### config.mk
export PLATFORM = sky130hd
export DESIGN_NAME = booth_r4_mac_flat
export DESIGN_NICKNAME = d
export VERILOG_FILES = /design/src/rtl/booth_pkg.sv /design/src/rtl/booth_r4_mac_if.sv /design/src/rtl/booth_r4_digit.sv /design/src/rtl/booth_r4_mac.sv /design/src/flat_wrapper.sv
export SDC_FILE = /design/constraint.sdc
export NUM_CORES = 1
export LEC_CHECK = 0
export ABC_CLOCK_PERIOD_IN_PS = 8400
export BUFFER_PORTS_ARGS = -buffer_cell sky130_fd_sc_hd__buf_4
export CAP_MARGIN = 5
export CORE_MARGIN = 8
export CORE_UTILIZATION = 57
export CTS_CLUSTER_SIZE = 25
export DETAILED_ROUTE_END_ITERATION = 8
export MAX_ROUTING_LAYER = met4
export PLACE_DENSITY = 0.8
export SKIP_LAST_GASP = 1
export SYNTH_ARGS = -nofsm -noshare
export SYNTH_HDL_FRONTEND = slang
export SYNTH_HIERARCHICAL = 1
export SYNTH_SLANG_ARGS = --single-unit
### constraint.sdc
create_clock -name clk -period 8.4 [get_ports clk]
set_clock_uncertainty 0.05 [all_clocks]
set_input_delay 0 -clock clk [delete_from_list [all_inputs] [get_ports clk]]
set_output_delay 0 -clock clk [all_outputs]
set_load 0.02 [all_outputs]
### src/rtl/booth_pkg.sv
// Shared types and width helpers for the radix-4 Booth multiply-accumulate unit.
package booth_pkg;

  typedef enum logic [1:0] {
    ST_IDLE = 2'd0,
    ST_BUSY = 2'd1,
    ST_DONE = 2'd2
  } state_t;

  // One recoded Booth digit: sign flag plus magnitude 0, 1 or 2.
  typedef struct packed {
    logic       neg;
    logic [1:0] mag;
  } booth_digit_t;

  // Internal multiplier width: N plus one extension bit, rounded up to even.
  function automatic int calc_m(input int n);
    return 2 * ((n + 2) / 2);
  endfunction

  // Number of radix-4 iterations (two multiplier bits retired per cycle).
  function automatic int calc_k(input int n);
    return calc_m(n) / 2;
  endfunction

endpackage

### src/rtl/booth_r4_mac_if.sv
// Command/result handshake bundle between a producer/consumer and the MAC.
interface booth_r4_mac_if #(
  parameter int N         = 18,
  parameter int ACC_GUARD = 8
);
  logic                       in_valid;
  logic                       in_ready;
  logic [N-1:0]               mcand;
  logic [N-1:0]               mplier;
  logic                       op_signed;
  logic                       op_acc;
  logic                       out_valid;
  logic                       out_ready;
  logic [2*N+ACC_GUARD-1:0]   result;

  modport master (
    output in_valid, mcand, mplier, op_signed, op_acc, out_ready,
    input  in_ready, out_valid, result
  );

  modport slave (
    input  in_valid, mcand, mplier, op_signed, op_acc, out_ready,
    output in_ready, out_valid, result
  );
endinterface

### src/rtl/booth_r4_digit.sv
// Combinational radix-4 Booth recoder: triplet {p[1],p[0],p[-1]} to a signed
// addend of 0, +-1 or +-2 times the (already extended) multiplicand.
module booth_r4_digit
  import booth_pkg::*;
#(
  parameter int M = 20
) (
  input  logic [2:0]   i_triplet,
  input  logic [M-1:0] i_mcand,
  output logic [M:0]   o_addend
);

  booth_digit_t w_digit;
  logic [M:0]   w_mag;

  // Decode the multiplier triplet into a Booth digit.
  always_comb begin
    w_digit.neg = 1'b0;
    w_digit.mag = 2'd0;
    case (i_triplet)
      3'b000, 3'b111: begin w_digit.neg = 1'b0; w_digit.mag = 2'd0; end
      3'b001, 3'b010: begin w_digit.neg = 1'b0; w_digit.mag = 2'd1; end
      3'b011:         begin w_digit.neg = 1'b0; w_digit.mag = 2'd2; end
      3'b100:         begin w_digit.neg = 1'b1; w_digit.mag = 2'd2; end
      3'b101, 3'b110: begin w_digit.neg = 1'b1; w_digit.mag = 2'd1; end
      default:        begin w_digit.neg = 1'b0; w_digit.mag = 2'd0; end
    endcase
  end

  // Scale the multiplicand by the digit magnitude (one guard bit) and apply sign.
  always_comb begin
    w_mag = '0;
    case (w_digit.mag)
      2'd1:    w_mag = {i_mcand[M-1], i_mcand};
      2'd2:    w_mag = {i_mcand, 1'b0};
      default: w_mag = '0;
    endcase
    if (w_digit.neg) begin
      o_addend = -w_mag;
    end else begin
      o_addend = w_mag;
    end
  end

endmodule

### src/rtl/booth_r4_mac.sv
// Sequential radix-4 Booth multiply-accumulate unit with valid/ready handshakes.
// One Booth iteration per cycle; the result and accumulator load on DONE entry.
module booth_r4_mac
  import booth_pkg::*;
#(
  parameter int N         = 18,
  parameter int ACC_GUARD = 8
) (
  input  logic          clk,
  input  logic          n_reset,
  booth_r4_mac_if.slave mac
);

  localparam int M  = calc_m(N);
  localparam int K  = calc_k(N);
  localparam int W  = 2 * N + ACC_GUARD;
  localparam int CW = $clog2(K + 1);

  state_t          r_state;
  state_t          w_state_next;
  logic            r_in_ready;
  logic            r_out_valid;
  logic [W-1:0]    r_result;
  logic [W-1:0]    r_acc;
  logic [CW-1:0]   r_cnt;
  logic [M-1:0]    r_mcand;
  logic [M-1:0]    r_lower;
  logic [M:0]      r_upper;
  logic            r_pm1;
  logic            r_signed;
  logic            r_op_acc;

  logic            w_accept;
  logic            w_last;
  logic [M-1:0]    w_mcand_ext;
  logic [M-1:0]    w_mplier_ext;
  logic [M:0]      w_addend;
  logic [M:0]      w_upper_sum;
  logic [M:0]      w_upper_next;
  logic [M-1:0]    w_lower_next;
  logic [2*N-1:0]  w_prod_2n;
  logic [W-1:0]    w_prod_ext;
  logic [W-1:0]    w_result_next;

  booth_r4_digit #(.M(M)) u_digit (
    .i_triplet ({r_lower[1:0], r_pm1}),
    .i_mcand   (r_mcand),
    .o_addend  (w_addend)
  );

  // Operand extension at accept, one Booth step, and product/result formation.
  always_comb begin
    w_mcand_ext   = {{(M-N){mac.op_signed & mac.mcand[N-1]}}, mac.mcand};
    w_mplier_ext  = {{(M-N){mac.op_signed & mac.mplier[N-1]}}, mac.mplier};
    w_upper_sum   = r_upper + w_addend;
    w_upper_next  = {{2{w_upper_sum[M]}}, w_upper_sum[M:2]};
    w_lower_next  = {w_upper_sum[1:0], r_lower[M-1:2]};
    w_prod_2n     = (2*N)'({w_upper_next, w_lower_next});
    if (r_signed) begin
      w_prod_ext = W'($signed(w_prod_2n));
    end else begin
      w_prod_ext = W'(w_prod_2n);
    end
    if (r_op_acc) begin
      w_result_next = r_acc + w_prod_ext;
    end else begin
      w_result_next = w_prod_ext;
    end
  end

  // Next-state logic: accept in IDLE, K iterations in BUSY, hold in DONE.
  always_comb begin
    w_state_next = r_state;
    w_accept     = 1'b0;
    w_last       = 1'b0;
    case (r_state)
      ST_IDLE: begin
        if (mac.in_valid) begin
          w_accept     = 1'b1;
          w_state_next = ST_BUSY;
        end else begin
          w_state_next = ST_IDLE;
        end
      end
      ST_BUSY: begin
        if (r_cnt == CW'(K - 1)) begin
          w_last       = 1'b1;
          w_state_next = ST_DONE;
        end else begin
          w_state_next = ST_BUSY;
        end
      end
      ST_DONE: begin
        if (mac.out_ready) begin
          w_state_next = ST_IDLE;
        end else begin
          w_state_next = ST_DONE;
        end
      end
      default: w_state_next = ST_IDLE;
    endcase
  end

  // State register.
  always_ff @(posedge clk) begin
    if (!n_reset) begin
      r_state <= ST_IDLE;
    end else begin
      r_state <= w_state_next;
    end
  end

  // Datapath: operand latch, partial-product shifting, counter, result/accumulator.
  always_ff @(posedge clk) begin
    if (!n_reset) begin
      r_in_ready  <= 1'b1;
      r_out_valid <= 1'b0;
      r_result    <= '0;
      r_acc       <= '0;
      r_cnt       <= '0;
      r_mcand     <= '0;
      r_lower     <= '0;
      r_upper     <= '0;
      r_pm1       <= 1'b0;
      r_signed    <= 1'b0;
      r_op_acc    <= 1'b0;
    end else begin
      r_in_ready  <= (w_state_next == ST_IDLE);
      r_out_valid <= (w_state_next == ST_DONE);
      if (w_accept) begin
        r_mcand  <= w_mcand_ext;
        r_lower  <= w_mplier_ext;
        r_upper  <= '0;
        r_pm1    <= 1'b0;
        r_cnt    <= '0;
        r_signed <= mac.op_signed;
        r_op_acc <= mac.op_acc;
      end else if (r_state == ST_BUSY) begin
        r_upper <= w_upper_next;
        r_lower <= w_lower_next;
        r_pm1   <= r_lower[1];
        r_cnt   <= r_cnt + CW'(1);
      end
      if (w_last) begin
        r_result <= w_result_next;
        r_acc    <= w_result_next;
      end
    end
  end

  assign mac.in_ready  = r_in_ready;
  assign mac.out_valid = r_out_valid;
  assign mac.result    = r_result;

endmodule

### src/flat_wrapper.sv
// flat-port wrapper written by rule: the top's interface ports become plain ports
module booth_r4_mac_flat import booth_pkg::*;
#(
  parameter int N         = 18,
  parameter int ACC_GUARD = 8
)
  (clk, n_reset, mac_in_valid, mac_mcand, mac_mplier, mac_op_signed, mac_op_acc, mac_out_ready, mac_in_ready, mac_out_valid, mac_result);
  booth_r4_mac_if #(.N(N), .ACC_GUARD(ACC_GUARD)) mac_i ();
  input  logic clk;
  input  logic n_reset;
  input wire logic [$bits(mac_i.in_valid)-1:0] mac_in_valid;
  input wire logic [$bits(mac_i.mcand)-1:0] mac_mcand;
  input wire logic [$bits(mac_i.mplier)-1:0] mac_mplier;
  input wire logic [$bits(mac_i.op_signed)-1:0] mac_op_signed;
  input wire logic [$bits(mac_i.op_acc)-1:0] mac_op_acc;
  input wire logic [$bits(mac_i.out_ready)-1:0] mac_out_ready;
  output wire logic [$bits(mac_i.in_ready)-1:0] mac_in_ready;
  output wire logic [$bits(mac_i.out_valid)-1:0] mac_out_valid;
  output wire logic [$bits(mac_i.result)-1:0] mac_result;
  assign mac_i.in_valid = mac_in_valid;
  assign mac_i.mcand = mac_mcand;
  assign mac_i.mplier = mac_mplier;
  assign mac_i.op_signed = mac_op_signed;
  assign mac_i.op_acc = mac_op_acc;
  assign mac_i.out_ready = mac_out_ready;
  assign mac_in_ready = mac_i.in_ready;
  assign mac_out_valid = mac_i.out_valid;
  assign mac_result = mac_i.result;
  booth_r4_mac #(.N(N), .ACC_GUARD(ACC_GUARD)) u_core (.clk(clk), .n_reset(n_reset), .mac(mac_i));
endmodule
==> flow_summary.json <==
{
  "clockRootBuffer": "clkbuf_16",
  "crit-reg2reg-launch": "u_core/r_pm1$_SDFFE_PP0N_",
  "post-route-period-util_pct": 89.10,
  "status": "completed",
  "powerDensity_nw_per_um2": 141.8,
  "seq_area_frac_synth_pct": 25.91,
  "routedWlPerCell_um": 17.59,
  "start_util_pct": 57.87,
  "drc": 0,
  "boundaryPins": 88,
  "final_nets": 1352,
  "drt-total-wl_um": 25420,
  "worst_setup_path_end_kind": "register",
  "netlist_instances": 1149,
  "critPathMaxFanout": 29,
  "cts-htree-levels": 4,
  "drv_cap": 0,
  "design_area_um2": 10410,
  "arrival_ns": 7.76,
  "fp.dieH_um": 139.8,
  "cts_buffer_depth": 2,
  "synth_flop_cell": "dfxtp_1",
  "post_cts.resized_instances": 0,
  "dr.pass1.iters": 6,
  "setup_viol": 0,
  "n_fill_cell": 1235,
  "clkSlewWorstSetupHoldPaths_ns": 0.06,
  "chipWidth_um": 139.8,
  "r2r_end": "u_core/r_acc[37]$_SDFFE_PN0P_",
  "multi_input_area_um2": 6108,
  "slowest_stage": "ha_1",
  "ys_types": 94,
  "grt_overflow": 0,
  "rsz0062_at_grt": "no",
  "grt_pass1_vias": 8525,
  "row_count": 45,
  "io_buffers": 87,
  "period_minus_slack_ns": 7.485,
  "synth_nets": 1257,
  "min_to": "u_core/r_mcand[3]$_SDFFE_PN0P_",
  "start_kind": "register",
  "dr_total_vias": 9054,
  "path_class": "register to register",
  "place_hpwl_um": 17530,
  "grt_usage_pct": 26.47,
  "regArea_um2": 2263,
  "p_leak_nw": 4.446,
  "cp.required_ns": 8.67,
  "synth_edf_count": 0,
  "placed_area_um2": 9444,
  "dieArea_um2": 19540,
  "holdPathStages": 5,
  "final-max-slew-violation-count": 0,
  "irDropWorstVdd_mv": 0.1368,
  "vias_per_cell": 6.266,
  "hold_viol": 0,
  "diodes": 0,
  "drt_iter0_drc": 875,
  "ff2ff_setup_slack_ns": 0.92,
  "clk_latency_ns": 0.41,
  "tightestPinTransition_ns": 1.004,
  "fin_util_pct": 68.97,
  "syn2layout_area_growth_pct": 19.19,
  "cts_setup_buffers": 0,
  "coreArea_um2": 15090,
  "dp.cells": 1373,
  "max_stage_delay_ns": 0.82,
  "hold_start": "mac_in_valid",
  "tns_ns": 0,
  "place_congestion": 0.9176,
  "synth_warnings": 6,
  "cts_tree": "done",
  "fmax_mhz": 133.6,
  "ctsHoldBuffers": 40,
  "ys_ff_latch": 113,
  "path_common_cell": "ha_1",
  "worst-r2r-cell-count": 28,
  "cts_made_buffers": 17,
  "syn_area_um2": 8732,
  "synth-async-reset-ratio_pct": 0,
  "grt_max_degree": 60,
  "final_antenna_net_count": 0,
  "hold-worst-slack_ns": 0.06562,
  "antenna_found_initial": 0,
  "fin_cells": 1445,
  "hold_class": "input port to register",
  "grt_first_pass_wirelength_um": 42100,
  "avgSynthCellArea_um2": 7.600,
  "cts_sinks": 113,
  "relSlewSlack_pct": 32.90,
  "drive_gt1_share_pct": 13.44
}
[routing by layer]
| metal | up-vias | track usage [%] | part of all wire (%) |
|---|---|---|---|
| li1 | 4421 | - | - |
| met1 | 4264 | 33.63 | 45 |
| met2 | 328 | 41.93 | 46 |
| met3 | 41 | 4.891 | 6.6 |
| met4 | 0 | 8.171 | 2.2 |
| met5 | - | - | 0 |
[area by class of cell]
class,instances,area share [%]
tap,188,2.260
inverter,27,0.9738
multi-input combinational,947,58.69
clock buffer,18,4.124
sequential,113,21.75
timing repair buffer,138,10.92
clock inverter,14,1.286
[worst max-delay path by stage]
stage                              start  slack (ns)  cells after the start                             to
4_1_cts        u_core/r_pm1$_SDFFE_PP0N_        1.03                     28  u_core/r_acc[37]$_SDFFE_PN0P_
2_1_floorplan  u_core/r_pm1$_SDFFE_PP0N_        1.97                     31  u_core/r_acc[43]$_SDFFE_PN0P_
5_1_grt        u_core/r_pm1$_SDFFE_PP0N_        0.34                     28  u_core/r_acc[43]$_SDFFE_PN0P_
6_report       u_core/r_pm1$_SDFFE_PP0N_        0.92                     28  u_core/r_acc[37]$_SDFFE_PN0P_
3_5_place_dp   u_core/r_pm1$_SDFFE_PP0N_        1.14                     28  u_core/r_acc[37]$_SDFFE_PN0P_
3_3_place_gp   u_core/r_pm1$_SDFFE_PP0N_        1.36                     28  u_core/r_acc[37]$_SDFFE_PN0P_
[cells in the final DEF, fill, tap and decap left out, drive strengths merged, types with 6 or more instances in the layout]
cell type / n
nand2: 160
a21oi: 140
dfxtp: 113
nor2: 109
buf: 98
ha: 64
o21ai: 62
a22oi: 41
dlygate4sd3: 40
xnor2: 33
inv: 30
a21o: 25
nand3: 24
xor2: 22
a211oi: 20
a31oi: 20
clkbuf: 18
nor3: 18
mux2i: 15
nor2b: 14
nand2b: 11
o31ai: 11
and3: 10
nand3b: 8
o211ai: 8
o21bai: 7
nand4: 7
o22ai: 7
or2: 6
and2: 6
a221oi: 6
nor4: 6
[state kept, by name (all words and copies together), names as in the netlist]
register / flops
u_core/mac.in_ready: 1
u_core/r_pm1: 1
u_core/mac.out_valid: 1
u_core/r_cnt: 4
u_core/r_op_acc: 1
u_core/r_lower: 20
u_core/r_state: 2
u_core/r_mcand: 19
u_core/r_signed: 1
u_core/r_acc: 44
u_core/r_upper: 19
[through the flow]
step                setup slack (ns)  power, mW
floorplan                      1.967     0.7189
global placement               1.355     0.7687
detailed placement             1.140     0.7722
CTS                            1.030      1.476
global route                  0.3361      1.529
finish                        0.9153      1.476
[synthesized netlist by cell type, drive strengths merged, types with 4 or more instances]
cell     number  area [µm²]
dfxtp       113        2262
o2111ai       5       50.04
nor2b        14       87.58
a21boi        4       30.03
and3         10       62.56
ha           64       800.8
o21bai        7       52.55
a21oi       140       715.7
xnor2        33       289.0
nand2b       11       78.82
or4           4       33.78
or3           5       31.28
and2          6       37.54
nand3b        8       72.57
o21a          5       38.79
a41oi         5       43.79
o211ai        8       65.06
buf          13       71.32
nor2        109       411.7
nand4         7       43.79
a31oi        20       131.4
nor4          6       52.55
nand2       160       600.6
nand3        24       120.1
a211o         4       35.03
o31ai        11       97.60
o311ai        5       43.79
o22ai         7       63.81
a211oi       20       155.1
mux2          4       45.04
a21o         25       187.7
xor2         22       192.7
or2           6       37.54
inv          27       101.3
nor3         18       95.09
clkbuf       49       204.0
o21ai        62       310.3
a221oi        6       58.80
mux2i        15       150.1
a22oi        41       321.6
[kinds of logic after synthesis]
group	after synthesis	synth area share (%)
fa+ha+maj	66	9.629
mux	19	2.235
flops	113	25.91
compound gates	404	30.65
buf+inv	89	4.313
simple gates	403	21.75
xor+xnor	55	5.517
[power by group]
part | switching [mW] | internal, mW | total (mW)
logic | 0.126 | 0.0840 | 0.210
registers | 0.0194 | 0.553 | 0.572
clock network | 0.284 | 0.410 | 0.694
[critical path: cells and delay by family (launching register included)]
kind	cells	cell delay, ns
flops	1	0.38
xor+xnor	2	0.39
fa+ha+maj	5	1.88
simple gates	12	2.60
compound gates	6	1.66
mux	1	0.28
buf+inv	2	0.14
No activity file was read; power rests on OpenSTA's default activity.
